===== src/rtl/forward_hazard_ctrl_if.sv =====
// rtl/forward_hazard_ctrl_if.sv - ID-stage/hazard-control signal bundle for forward_hazard_ctrl
interface forward_hazard_ctrl_if #(
    parameter int ADDR_W  = 5,
    parameter int NUM_SRC = 2
);
    logic                        id_valid;
    logic [NUM_SRC*ADDR_W-1:0]   id_rs;
    logic [ADDR_W-1:0]           id_rd;
    logic                        id_regwrite;
    logic                        id_memread;
    logic                        ex_busy;
    logic                        flush;
    logic                        stall;
    logic [NUM_SRC*2-1:0]        fwd_sel;
    logic                        ex_bubble;

    // pipeline side: presents the ID instruction and EX/branch status
    modport master (
        output id_valid, id_rs, id_rd, id_regwrite, id_memread, ex_busy, flush,
        input  stall, fwd_sel, ex_bubble
    );

    // hazard controller side
    modport slave (
        input  id_valid, id_rs, id_rd, id_regwrite, id_memread, ex_busy, flush,
        output stall, fwd_sel, ex_bubble
    );
endinterface


===== src/rtl/forward_hazard_ctrl.sv =====
// rtl/forward_hazard_ctrl.sv - forwarding select and load-use/busy stall control (optional FWD_STALL_CNT_EN stall counter)
module forward_hazard_ctrl #(
    parameter int ADDR_W      = 5,
    parameter int NUM_SRC     = 2,
    parameter int ZERO_REG_EN = 1
) (
    input  logic                 clk,
    input  logic                 rst_n,
    forward_hazard_ctrl_if.slave bus
`ifdef FWD_STALL_CNT_EN
    ,
    output logic [15:0]          stall_cnt
`endif
);

    logic                             ex_valid;
    logic                             ex_regwrite;
    logic                             ex_memread;
    logic [ADDR_W-1:0]                ex_rd;
    logic [NUM_SRC-1:0][ADDR_W-1:0]   ex_rs;

    logic                             mem_valid;
    logic                             mem_regwrite;
    logic                             mem_memread;
    logic [ADDR_W-1:0]                mem_rd;

    logic                             wb_valid;
    logic                             wb_regwrite;
    logic [ADDR_W-1:0]                wb_rd;

    logic                             ex_elig;
    logic                             mem_elig;
    logic                             wb_elig;
    logic                             load_use;
    logic                             ex_load;
    logic                             stall_c;
    logic [NUM_SRC*2-1:0]             fwd_sel_c;

    // register 0 is hardwired, so it never produces a value worth forwarding or waiting for
    function automatic logic addr_ok(input logic [ADDR_W-1:0] a);
        return (ZERO_REG_EN == 0) || (a != '0);
    endfunction

    assign ex_elig  = ex_valid  & ex_regwrite  & addr_ok(ex_rd);
    assign mem_elig = mem_valid & mem_regwrite & addr_ok(mem_rd);
    assign wb_elig  = wb_valid  & wb_regwrite  & addr_ok(wb_rd);

    // per-operand forwarding mux selects; the younger MEM result wins over WB, but a load in MEM has no data yet
    always_comb begin
        fwd_sel_c = '0;
        if (ex_valid) begin
            for (int k = 0; k < NUM_SRC; k++) begin
                if (mem_elig && (mem_rd == ex_rs[k]) && !mem_memread)
                    fwd_sel_c[2*k +: 2] = 2'b10;
                else if (wb_elig && (wb_rd == ex_rs[k]))
                    fwd_sel_c[2*k +: 2] = 2'b01;
            end
        end
    end

    // a load in EX whose destination feeds any ID operand must hold ID one cycle
    always_comb begin
        load_use = 1'b0;
        if (ex_elig && ex_memread && bus.id_valid) begin
            for (int k = 0; k < NUM_SRC; k++) begin
                if (bus.id_rs[k*ADDR_W +: ADDR_W] == ex_rd)
                    load_use = 1'b1;
            end
        end
    end

    // flush overrides any stall; stall is also forced low while reset is held so a busy EX unit cannot leak through
    assign stall_c       = rst_n & (load_use | bus.ex_busy) & ~bus.flush;
    assign ex_load       = bus.id_valid & ~bus.flush & ~load_use;
    assign bus.stall     = stall_c;
    assign bus.fwd_sel   = fwd_sel_c;
    assign bus.ex_bubble = ~ex_valid;

    // advance EX/MEM/WB tags; a busy EX freezes in place and feeds bubbles downstream
    always_ff @(posedge clk or negedge rst_n) begin
        if (!rst_n) begin
            ex_valid     <= 1'b0;
            ex_regwrite  <= 1'b0;
            ex_memread   <= 1'b0;
            ex_rd        <= '0;
            ex_rs        <= '0;
            mem_valid    <= 1'b0;
            mem_regwrite <= 1'b0;
            mem_memread  <= 1'b0;
            mem_rd       <= '0;
            wb_valid     <= 1'b0;
            wb_regwrite  <= 1'b0;
            wb_rd        <= '0;
        end else begin
            wb_valid    <= mem_valid;
            wb_regwrite <= mem_regwrite;
            wb_rd       <= mem_rd;
            if (!bus.ex_busy) begin
                mem_valid    <= ex_valid;
                mem_regwrite <= ex_regwrite;
                mem_memread  <= ex_memread;
                mem_rd       <= ex_rd;
                ex_valid     <= ex_load;
                ex_regwrite  <= ex_load & bus.id_regwrite;
                ex_memread   <= ex_load & bus.id_memread;
                ex_rd        <= bus.id_rd;
                ex_rs        <= bus.id_rs;
            end else begin
                mem_valid    <= 1'b0;
                mem_regwrite <= 1'b0;
                mem_memread  <= 1'b0;
                if (bus.flush) begin
                    ex_valid    <= 1'b0;
                    ex_regwrite <= 1'b0;
                    ex_memread  <= 1'b0;
                end
            end
        end
    end

`ifdef FWD_STALL_CNT_EN
    // saturating count of stalled cycles
    always_ff @(posedge clk or negedge rst_n) begin
        if (!rst_n)
            stall_cnt <= '0;
        else if (stall_c && (stall_cnt != 16'hFFFF))
            stall_cnt <= stall_cnt + 16'd1;
    end
`endif

endmodule


===== src/flat_wrapper.sv =====
// flat-port wrapper written by rule: the top's interface ports become plain ports
module forward_hazard_ctrl_flat 
#(
    parameter int ADDR_W      = 5,
    parameter int NUM_SRC     = 2,
    parameter int ZERO_REG_EN = 1
)
  (clk, rst_n, bus_id_valid, bus_id_rs, bus_id_rd, bus_id_regwrite, bus_id_memread, bus_ex_busy, bus_flush, bus_stall, bus_fwd_sel, bus_ex_bubble);
  forward_hazard_ctrl_if #(.ADDR_W(ADDR_W), .NUM_SRC(NUM_SRC)) bus_i ();
  input  logic clk;
  input  logic rst_n;
  input wire logic [$bits(bus_i.id_valid)-1:0] bus_id_valid;
  input wire logic [$bits(bus_i.id_rs)-1:0] bus_id_rs;
  input wire logic [$bits(bus_i.id_rd)-1:0] bus_id_rd;
  input wire logic [$bits(bus_i.id_regwrite)-1:0] bus_id_regwrite;
  input wire logic [$bits(bus_i.id_memread)-1:0] bus_id_memread;
  input wire logic [$bits(bus_i.ex_busy)-1:0] bus_ex_busy;
  input wire logic [$bits(bus_i.flush)-1:0] bus_flush;
  output wire logic [$bits(bus_i.stall)-1:0] bus_stall;
  output wire logic [$bits(bus_i.fwd_sel)-1:0] bus_fwd_sel;
  output wire logic [$bits(bus_i.ex_bubble)-1:0] bus_ex_bubble;
  assign bus_i.id_valid = bus_id_valid;
  assign bus_i.id_rs = bus_id_rs;
  assign bus_i.id_rd = bus_id_rd;
  assign bus_i.id_regwrite = bus_id_regwrite;
  assign bus_i.id_memread = bus_id_memread;
  assign bus_i.ex_busy = bus_ex_busy;
  assign bus_i.flush = bus_flush;
  assign bus_stall = bus_i.stall;
  assign bus_fwd_sel = bus_i.fwd_sel;
  assign bus_ex_bubble = bus_i.ex_bubble;
  forward_hazard_ctrl #(.ADDR_W(ADDR_W), .NUM_SRC(NUM_SRC), .ZERO_REG_EN(ZERO_REG_EN)) u_core (.clk(clk), .rst_n(rst_n), .bus(bus_i));
endmodule

===== config.mk =====
export PLATFORM = sky130hd
export DESIGN_NAME = forward_hazard_ctrl_flat
export DESIGN_NICKNAME = d
export VERILOG_FILES = /design/src/rtl/forward_hazard_ctrl_if.sv /design/src/rtl/forward_hazard_ctrl.sv /design/src/flat_wrapper.sv
export SDC_FILE = /design/constraint.sdc
export NUM_CORES = 1
export LEC_CHECK = 0
export BUFFER_PORTS_ARGS = -buffer_cell sky130_fd_sc_hd__clkbuf_2
export CAP_MARGIN = 25
export CORE_MARGIN = 1
export CORE_UTILIZATION = 45
export CTS_BUF_LIST = sky130_fd_sc_hd__clkbuf_16
export CTS_CLUSTER_SIZE = 14
export DETAILED_ROUTE_END_ITERATION = 10
export PLACE_DENSITY = 0.74
export SLEW_MARGIN = 10
export SYNTH_ARGS = -nofsm -noshare
export SYNTH_HDL_FRONTEND = slang
export SYNTH_SLANG_ARGS = --single-unit

===== constraint.sdc =====
create_clock -name clk -period 5.1 [get_ports clk]
set_clock_uncertainty 0.05 [all_clocks]
set_input_delay 1.02 -clock clk [delete_from_list [all_inputs] [get_ports clk]]
set_output_delay 1.02 -clock clk [all_outputs]
set_load 0.05 [all_outputs]

-- After elaboration in Yosys (flattened, before gate mapping)
Cells that the tools add are included.
- input bits: 22
- word-level logic and storage cells: 63
- register bits after elaboration: 33
- output and inout bits: 6
- equal/unequal tests: 7
- muxes and demuxes: 15
- bitwise gates (word level): 16
- reductions and logical operators: 12
- operators with widths (operator ; count):
    $eq 5x5->1 ; 6
    $reduce_bool 5->1 ; 3
    $and 1x1->1 ; 12
    $mux 1 ; 12
    $logic_and 1x1->1 ; 8
    $mux 2 ; 2
    $mux 4 ; 1
    $not 1->1 ; 3
    $ne 2x1->1 const B ; 1
    $logic_not 1->1 ; 1
    $or 1x1->1 ; 1

-- Logic depth before layout (Yosys ltp)
Gate-level depths: netlist (run 1).
- depth in word-level cells: 9
- depth in mapped cells: 5

-- Worst setup path after synthesis (run 1)
No wires, ideal clock.
- path type: input -> output
- start: input port bus_id_rs[4]
- end: output port bus_stall
- cell stages on the path: 5
- path slack: 1.706 ns
- arrival time: 2.324 ns
- cells stage by stage: xnor2_1 nand3_1 nor3_1 o21ai_1 a21oi_1
- cells in the longest elaborated chain, start to end: 7
- RTL lines (element ; RTL line ; RTL):
    start: declaration ; flat_wrapper.sv:13 ; input wire logic [$bits(bus_i.id_rs)-1:0] bus_id_rs;
    $eq 5x5->1 ; forward_hazard_ctrl.sv:66 ; if (bus.id_rs[k*ADDR_W +: ADDR_W] == ex_rd)
    $mux 1 (2 in series) ; forward_hazard_ctrl.sv:66 ;
    $mux 1 ; forward_hazard_ctrl.sv:64 ; if (ex_elig && ex_memread && bus.id_valid) begin
    $or 1x1->1 ; forward_hazard_ctrl.sv:73 ; assign stall_c = rst_n & (load_use | bus.ex_busy) & ~bus.flush;
    $and 1x1->1 (2 in series) ; forward_hazard_ctrl.sv:73 ;
    end: declaration ; flat_wrapper.sv:19 ; output wire logic [$bits(bus_i.stall)-1:0] bus_stall;
Every way passes these cells.

-- Worst setup path in the final report (run 1)
- start: input port bus_id_rs[0]
- end: output port bus_stall
The elaborated chain is that of the path after synthesis.

==> results of run 1 <==
-- cell usage after synthesis (2+ instances only) --
cell / count
inv_1: 2
nor4_1: 2
a22o_1: 2
or4_1: 4
xnor2_1: 12
nor4_2: 2
nor2b_1: 2
mux2_2: 20
buf_1: 2
nand3_1: 4
nor3_1: 3
dfrtp_1: 33
a21oi_1: 2
nor2_1: 6
xor2_1: 18
and3_1: 2
and2_1: 2
-- through the flow --
stage               hold WS [ns]  worst slack (ns)  cell area (um^2)  cells  utilization (%)
floorplan                  0.304              1.71              1570    126                -
global placement           0.311              1.82              1760    197             52.8
detailed placement         0.328              1.83              1760    197             52.8
CTS                        0.339              1.82              1900    205             56.9
global route               0.343              1.69              1900    205             56.9
finish                     0.332              1.79              1900    205             56.9
-- worst max-delay path, delay by kind of cell --
family	cells	cell delay, ns
and+or+nand+nor	2	0.32
xor gates and xnor gates	1	0.15
buffers and inverters	2	0.39
AOI/OAI and AO/OA	2	0.35
-- cell families after synthesis --
family	count (synthesis)
AO/OA/AOI/OAI	8
XOR/XNOR	30
buffers and inverters	5
flip-flops	33
multiplexers	20
AND/OR/NAND/NOR	30
-- metal layers --
layer	global-route usage, %	vias to the layer above	wire (um)
met5	0	-	0
met4	11.4	0	88
met3	6.93	8	122
met2	27.8	27	1420
met1	25.7	504	1430
li1	-	506	-
-- path summary, 6_finish.rpt --
| check | startpoint | end | slack, ns | cells after the start |
|---|---|---|---|---|
| min in group asynchronous | rst_n | u_core.ex_rs[2] | 0.71 | 2 |
| max in group asynchronous | rst_n | u_core.wb_valid | 3.98 | 2 |
| setup reg to reg | u_core.ex_rd[0] | u_core.ex_valid | 3.52 | 5 |
| setup / recovery | bus_id_rs[0] | bus_stall | 1.79 | 7 |
| hold reg to reg | u_core.mem_regwrite | u_core.wb_regwrite | 0.33 | 0 |
| hold / removal | u_core.mem_regwrite | u_core.wb_regwrite | 0.33 | 0 |
-- layout by cell type, fill, tap and decap left out --
cell type	n
dfrtp_1	33
clkbuf_2	27
mux2_2	20
xor2_1	18
xnor2_1	12
nor2_1	6
clkbuf_16	5
or4_1	4
nand3_1	4
inv_1	3
nor3_1	3
nor4_1	2
nor4_2	2
and2_1	2
a21oi_1	2
nor2b_1	2
and3_1	2
a22o_1	2
clkinv_2	2
o2111ai_1	1
nand2_1	1
o21ai_2	1
nand4_1	1
o21ai_1	1
nand2b_1	1
a32o_1	1
buf_4	1
-- power breakdown --
group | internal (mW) | leakage (nW) | switching, mW
combinational | 0.0512 | 0.371 | 0.0394
clock | 0.177 | 0.0748 | 0.103
sequential | 0.288 | 0.402 | 0.0360
-- sequential cells by signal, summed over array words and instances (netlist names), 5 cells and up --
signal,cells
u_core.ex_rd,5
u_core.ex_rs,10
u_core.mem_rd,5
u_core.wb_rd,5
-- layout make-up --
| type | count | area share [%] |
|---|---|---|
| Clock buffer | 5 | 6.59 |
| Inverter | 2 | 0.395 |
| Timing Repair Buffer | 28 | 7.51 |
| Clock inverter | 3 | 0.725 |
| Sequential cell | 33 | 43.5 |
| Multi-Input combinational cell | 88 | 38.3 |
| Tap cell | 46 | 3.03 |
==> results.cfg, run 1 <==
[status]
run_status = finished, final reports clean

[clock_network]
cts-root-to-sink-buffers = 2
holdBufCountCts = 0
ctsResizeCount = 0
cts-htree-levels = 2
cts_made_buffers = 5
cts.sinks = 33
cts_setup_buffers = 0
cts_tree = built
worstSkewPairLatency_ns = 0.28
clk_root_buffer_cell = clkbuf_16
clk_transition_reported_paths_ns = 0.05

[die]
ios = 28
core-area_um2 = 3340
die_h_um = 61.1
floorplan.die_area_um2 = 3740
initial_core_utilization_pct = 47.1
chipWidth_um = 61.1
row_count = 21

[setup_path]
crit_path_cell_trace = clkbuf_2 -> xnor2_1 -> nand3_1 -> nor3_1 -> o21ai_1 -> a21oi_1 -> clkbuf_2
critical-path-slowest-cell = clkbuf_2
critPathLaunchType = input pin
worst_setup_path_end_kind = output pin
path_class = in2out
timing.critical_path.required_ns = 4.03
cp_data_arrival_time_ns = 2.24
timing.critical_path.mode_cell = clkbuf_2
crit_path_max_fanout = 4
longest_individual_stage_delay_on_the_worst_path_ns = 0.29

[timing]
setup_viol_count_final = 0
timing.final.crit_period_ns = 3.31
relSlewSlack_pct = 60.2
worst_slew_pin_slew_ns = 0.598
fin_setup_tns_ns = 0
final_min_period_over_clock_period_pct = 64.8
fmax_ghz = 0.302
timing.final.hold_violations = 0
timing.final.max_slew_violations = 0
rsz0062_at_grt = no

[route]
avgViaCountPerCell = 5.10
routedWlPerCell_um = 15.0
route.vias.total = 1045
drt_pass1_iterations = 4
remaining_drc_errors = 0
drt.antenna.violating_nets = 0
dr.first_iter.drc_count = 30
routed_wirelength_mm = 3.07

[synth]
synth.avg_cell_area_um2 = 12.5
yosysSeqAreaShare_pct = 52.5
async_flop_share_pct = 100
synthSimpleGateAreaFrac_pct = 11.4
post_synth_num_cell_types = 25
synth_top_family_by_area = XOR/XNOR gates
post_synth_inst_count = 126
post_synth_xor_area_fraction_pct = 16.7
synth.area.top_cells = dfrtp_1, mux2_2, xor2_1, xnor2_1, or4_1
post_synthesis_share_of_cell_area_spent_on_full_adders_half_adders_and_majority_gates_pct = 0
synthesis.yosys.warnings = 0
ys_seq_elements = 33
postSynth.topFlopCell = dfrtp_1
synth_compound_area_share_pct = 3.82
yosysTopAreaCellShare_pct = 52.5
post_synth_instance_area_um2 = 1570
synth.net_count = 148
synth_mux_area_share_pct = 14.3
synth.largest_area_cell = dfrtp_1
synth-edff-count = 0

[power]
power_density_nw_per_um2 = 366
ir_drop_mv = 0.264
totalPowerFinal_uw = 694
leakage_nw = 0.847

[cells_and_area]
fin_nets = 180
fillers = 294
multi_input_area_um2 = 727
drive_above_1_share_pct = 36.5
area.growth.synth_to_final_pct = 20.8
diodes = 0
ff_latch_area_um2 = 826

[global_routing]
grt_overflow_total = 0
first_global_vias = 1021
number_of_antenna_violations_at_the_first_check_in_global_routing = 0
grt_pass1_wl_mm = 4.88
grtUsageTotal_pct = 19.5
grt_max_degree = 35

[placed_design]
io_buffer_count = 27
dp.final_hpwl_mm = 2.32
globalplace.congestion = 0.796

[job]
maxCapViolations = 0

[min_path]
hold_class = reg2reg
(Power assumes the default switching activity.)
==> inputs of run 2 (changes only) <==
PLACE_DENSITY = 0.76   (was 0.74)
clock period = 2.7 ns   (was 5.1 ns; I/O delays follow)
==> run 2 against run 1 <==
Via count is 4.8% higher. Wire length grew 6.4%. Utilization up 1.5 points. Worst hold slack worse by 0.056 ns. Final cell count is 0.98% higher. Worst setup slack got worse by 1.7 ns. Critical endpoint is now bus_fwd_sel[0]. Critical path type is now reg2out. Largest cell class unchanged. Design area is 2.6% higher. Power grew 100%. Non-clock buffer count up 2. Combinational power up 100%.
==> results.cfg, run 2 (synthesis results as in run 1) <==
[die]
initial_core_utilization_pct = 47.1
row_count = 21
chipWidth_um = 61.1
ios = 28
die_h_um = 61.1
floorplan.die_area_um2 = 3740
core-area_um2 = 3340

[setup_path]
register_to_register_path_setup_slack_ns = 1.11
path_buf_inv = 1
cp.depth = 5
worstReg2RegEnd = u_core.ex_valid
crit_path_max_fanout = 5
longest_individual_stage_delay_on_the_worst_path_ns = 0.56
worst_setup_path_end_kind = output pin
r2r_start = u_core.ex_rd[2]
cp_data_arrival_time_ns = 2.02
crit_path_cell_trace = or4_1 -> o21ai_2 -> nor4_1 -> nor4_4 -> buf_4
worst_setup_path_startpoint = u_core.mem_rd[0]
critical-path-slowest-cell = or4_1
timing.critical_path.max_delay_family = simple AND/OR/NAND/NOR gates
path_class = reg2out
critPathLaunchType = flip-flop
worst-r2r-cell-count = 5
timing.critical_path.required_ns = 2.11
worstSetupEndpoint = bus_fwd_sel[0]

[global_routing]
number_of_antenna_violations_at_the_first_check_in_global_routing = 0
grt_overflow_total = 0
grtUsageTotal_pct = 20.0
first_global_vias = 1041
grt_pass1_wl_mm = 5.13
grt_max_degree = 34

[cells_and_area]
drive_above_1_share_pct = 36.6
diodes = 0
final_core_utilization_pct = 58.4
area.growth.synth_to_final_pct = 23.9
fin_nets = 182
fillers = 266
ff_latch_area_um2 = 826
highest_count_cells_in_the_layout_ignoring_fill_and_taps = dfrtp_1, clkbuf_2, mux2_2, xor2_1, xnor2_1
largest-register = u_core.ex_rs
multi_input_area_um2 = 736
leading_cell_type_in_the_layout_fill_and_taps_excluded = dfrtp_1
largest_reg_flops = 10

[timing]
fin_setup_tns_ns = 0
timing.final.max_slew_violations = 0
relSlewSlack_pct = 61.5
rsz0062_at_grt = no
fmax_ghz = 0.384
final_min_period_over_clock_period_pct = 96.5
worst_slew_pin_slew_ns = 0.572
setup_viol_count_final = 0
final.hold.worst_slack_ns = 0.275
timing.final.hold_violations = 0
timing.final.crit_period_ns = 2.61

[route]
avgViaCountPerCell = 5.29
drt_pass1_iterations = 4
drt.antenna.violating_nets = 0
remaining_drc_errors = 0
route.vias.total = 1095
routedWlPerCell_um = 15.8
dr.first_iter.drc_count = 35
routed_wirelength_mm = 3.26

[clock_network]
clk_transition_reported_paths_ns = 0.05
worstSkewPairLatency_ns = 0.28
cts_setup_buffers = 0
cts.sinks = 33
cts_made_buffers = 5
cts_tree = built
cts-root-to-sink-buffers = 2
clk_root_buffer_cell = clkbuf_16
holdBufCountCts = 0
cts-htree-levels = 2

[status]
run_status = finished, final reports clean

[power]
share_seq_of_total_power_pct = 43.4
combPwrFrac_pct = 12.9
power_density_nw_per_um2 = 726
internal_power_mw = 1.07
leakage_nw = 0.867
p_sw_uw = 343
clock_power_share_pct = 43.7
swShare_pct = 24.3
ir_drop_mv = 0.495

[min_path]
hold_class = in2async

[job]
maxCapViolations = 0

[placed_design]
io_buffer_count = 27
dp.final_hpwl_mm = 2.42
globalplace.congestion = 0.856
-- run 2: power by group through the flow --
stage	Clock (mW)	Sequential, mW	Combinational (mW)
after floorplan	0	0.600	0.130
after detailed placement	0	0.621	0.181
after global placement	0	0.616	0.174
after global routing	0.647	0.620	0.200
after CTS	0.630	0.613	0.185
final	0.618	0.614	0.183
-- run 2: cell type report --
type | instances | share of cell area, %
Sequential cell | 33 | 42.4
Clock buffer | 5 | 6.42
Clock inverter | 3 | 1.93
Inverter | 2 | 0.385
Timing Repair Buffer | 30 | 8.22
Multi-Input combinational cell | 88 | 37.7
Tap cell | 46 | 2.95
-- run 2: through the flow --
stage | instance area [um^2] | setup WS, ns | total power [mW] | instances
after global routing | 1950 | 0.00277 | 1.47 | 207
after floorplan | 1580 | 0.0597 | 0.731 | 126
after detailed placement | 1780 | 0.308 | 0.802 | 199
after global placement | 1780 | 0.359 | 0.790 | 199
after CTS | 1950 | 0.00943 | 1.43 | 207
final | 1950 | 0.0938 | 1.41 | 207
-- run 2: timing repair --
action	4_1_cts	5_1_grt
endpoints found under the hold margin	0	0
resized for setup	0	4
endpoints found under the setup margin	0	2
-- run 2: how the worst min path moves through the flow --
stage                             start            endpoint  slack, ns
floorplan                         rst_n   u_core.ex_memread       0.19
global placement    u_core.mem_regwrite  u_core.wb_regwrite       0.31
detailed placement  u_core.mem_regwrite  u_core.wb_regwrite       0.31
CTS                               rst_n     u_core.ex_rd[3]       0.29
global route                      rst_n    u_core.mem_rd[1]       0.32
finish                            rst_n     u_core.ex_rd[0]       0.28
-- run 2: routing by layer --
layer,track usage [%],wire [um],vias up
li1,-,-,511
met1,26.0,1510,550
met2,31.1,1570,28
met3,6.09,133,6
met4,8.77,55,0
met5,0,0,-
==> inputs of run 3 (changes only) <==
RECOVER_POWER = 100   (was default)
==> run 3 against run 2 <==
The run now ends with capacitance limit, slew limit left. Non-clock buffer count stayed put. Via count is 0.18% lower. Worst setup slack hardly changed. Sequential power hardly changed. Highest routed layer unchanged. Global-route usage stayed put. Largest cell class unchanged.
==> results.cfg, run 3 (synthesis results as in run 1) <==
[status]
run_status = finished with violations
failed_checks = capacitance limit, slew limit

[power]
swShare_pct = 24.3
leakage_nw = 0.850
share_seq_of_total_power_pct = 43.4
ir_drop_mv = 0.496
combPwrFrac_pct = 12.8
clock_power_share_pct = 43.8
internal_power_mw = 1.07
p_sw_uw = 344
power_density_nw_per_um2 = 729
totalPowerFinal_mw = 1.41

[cells_and_area]
largest-register = u_core.ex_rs
diodes = 0
area.growth.synth_to_final_pct = 23.2
leading_cell_type_in_the_layout_fill_and_taps_excluded = dfrtp_1
highest_count_cells_in_the_layout_ignoring_fill_and_taps = dfrtp_1, clkbuf_2, mux2_2, xor2_1, xnor2_1
largest_reg_flops = 10
fin_nets = 182
drive_above_1_share_pct = 33.5
fillers = 271

[job]
maxCapViolations = 1

[timing]
timing.final.hold_violations = 0
final_min_period_over_clock_period_pct = 96.5
fin_setup_tns_ns = 0
worst_slew_pin_slew_ns = 1.76
fmax_ghz = 0.384
timing.final.crit_period_ns = 2.61
relSlewSlack_pct = -17.2
setup_slack_ns = 0.0935
timing.final.max_slew_violations = 34
rsz0062_at_grt = no
setup_viol_count_final = 0

[setup_path]
worstReg2RegEnd = u_core.ex_valid
path_class = reg2out
register_to_register_path_setup_slack_ns = 1.11
worst_setup_path_end_kind = output pin
cp_data_arrival_time_ns = 2.02
timing.critical_path.required_ns = 2.11
worst-r2r-cell-count = 5
critPathLaunchType = flip-flop
r2r_start = u_core.ex_rd[2]
crit_path_max_fanout = 5

[clock_network]
cts_tree = built
cts-root-to-sink-buffers = 2
worstSkewPairLatency_ns = 0.28
holdBufCountCts = 0
ctsResizeCount = 0
cts.sinks = 33
cts_setup_buffers = 0
clk_root_buffer_cell = clkbuf_16
cts-htree-levels = 2
cts_made_buffers = 5
clk_transition_reported_paths_ns = 0.05

[placed_design]
io_buffer_count = 27
globalplace.congestion = 0.856
dp.final_hpwl_mm = 2.42
preCtsSetupSlack_ns = 0.308

[global_routing]
grt_pass1_wl_mm = 5.13
number_of_antenna_violations_at_the_first_check_in_global_routing = 0
grt_overflow_total = 0
grtUsageTotal_pct = 20.0
grt_max_degree = 34
first_global_vias = 1041

[route]
routed_wirelength_mm = 3.26
remaining_drc_errors = 0
drt_pass1_iterations = 4
avgViaCountPerCell = 5.28
drt.antenna.violating_nets = 0
routedWlPerCell_um = 15.7
dr.first_iter.drc_count = 44
route.vias.total = 1093

[min_path]
holdPathStages = 0
hold_class = reg2reg
timing.hold.worst_endpoint = u_core.wb_regwrite
holdCritStartpoint = u_core.mem_regwrite

[die]
row_count = 21
core-area_um2 = 3340
ios = 28
die_h_um = 61.1
floorplan.die_area_um2 = 3740
chipWidth_um = 61.1
initial_core_utilization_pct = 47.1
[run 3: cell types whose count changed in the layout (fill, tap and decap cells not counted), sizes merged]
cell,before,now
buf,5,3
clkbuf,30,32
[run 3: layer usage]
layer	vias up	wire [um]	track usage (%)	share of wire (%)
li1	509	-	-	-
met1	548	1500	26.0	46
met2	30	1560	31.1	48
met3	6	140	6.09	4.3
met4	0	55	8.77	1.7
met5	-	0	0	0
[run 3: critical path, stage by stage (launching register included)]
cell and delay, ns:
dfrtp_1 0.42, or4_1 0.56, o21ai_2 0.16, nor4_1 0.11, nor4_4 0.26, buf_4 0.23
[run 3: final cells by class]
type | instances | area, um^2 | share of cell area (%)
sequential | 33 | 826 | 42.6
multi-input combinational | 88 | 736 | 38.0
timing repair buffer | 30 | 149 | 7.68
clock buffer | 5 | 125 | 6.46
tap | 46 | 57.6 | 2.97
clock inverter | 3 | 37.5 | 1.94
inverter | 2 | 7.51 | 0.387
[run 3: per-stage QoR]
stage / cell area [um^2] / utilization [%] / hold slack (ns) / std cells
floorplan: 1580 / - / 0.194 / 126
global placement: 1780 / 53.5 / 0.311 / 199
detailed placement: 1780 / 53.5 / 0.314 / 199
CTS: 1950 / 58.3 / 0.292 / 207
global route: 1940 / 58.1 / 0.339 / 207
finish: 1940 / 58.1 / 0.327 / 207
[run 3: worst max-delay path by stage]
stage,startpoint,end,cells past startpoint
finish,u_core.mem_rd[0],bus_fwd_sel[0],5
global route,u_core.wb_rd[1],bus_fwd_sel[2],5
CTS,u_core.mem_rd[0],bus_fwd_sel[0],5
detailed placement,u_core.mem_rd[0],bus_fwd_sel[0],5
global placement,u_core.mem_rd[0],bus_fwd_sel[0],5
floorplan,u_core.wb_rd[1],bus_fwd_sel[2],4
[run 3: power by group through the flow]
stage	Combinational (mW)	Clock, mW	Sequential, mW
floorplan	0.130	0	0.600
global placement	0.174	0	0.616
detailed placement	0.181	0	0.621
CTS	0.185	0.630	0.613
global route	0.199	0.647	0.620
finish	0.181	0.618	0.614
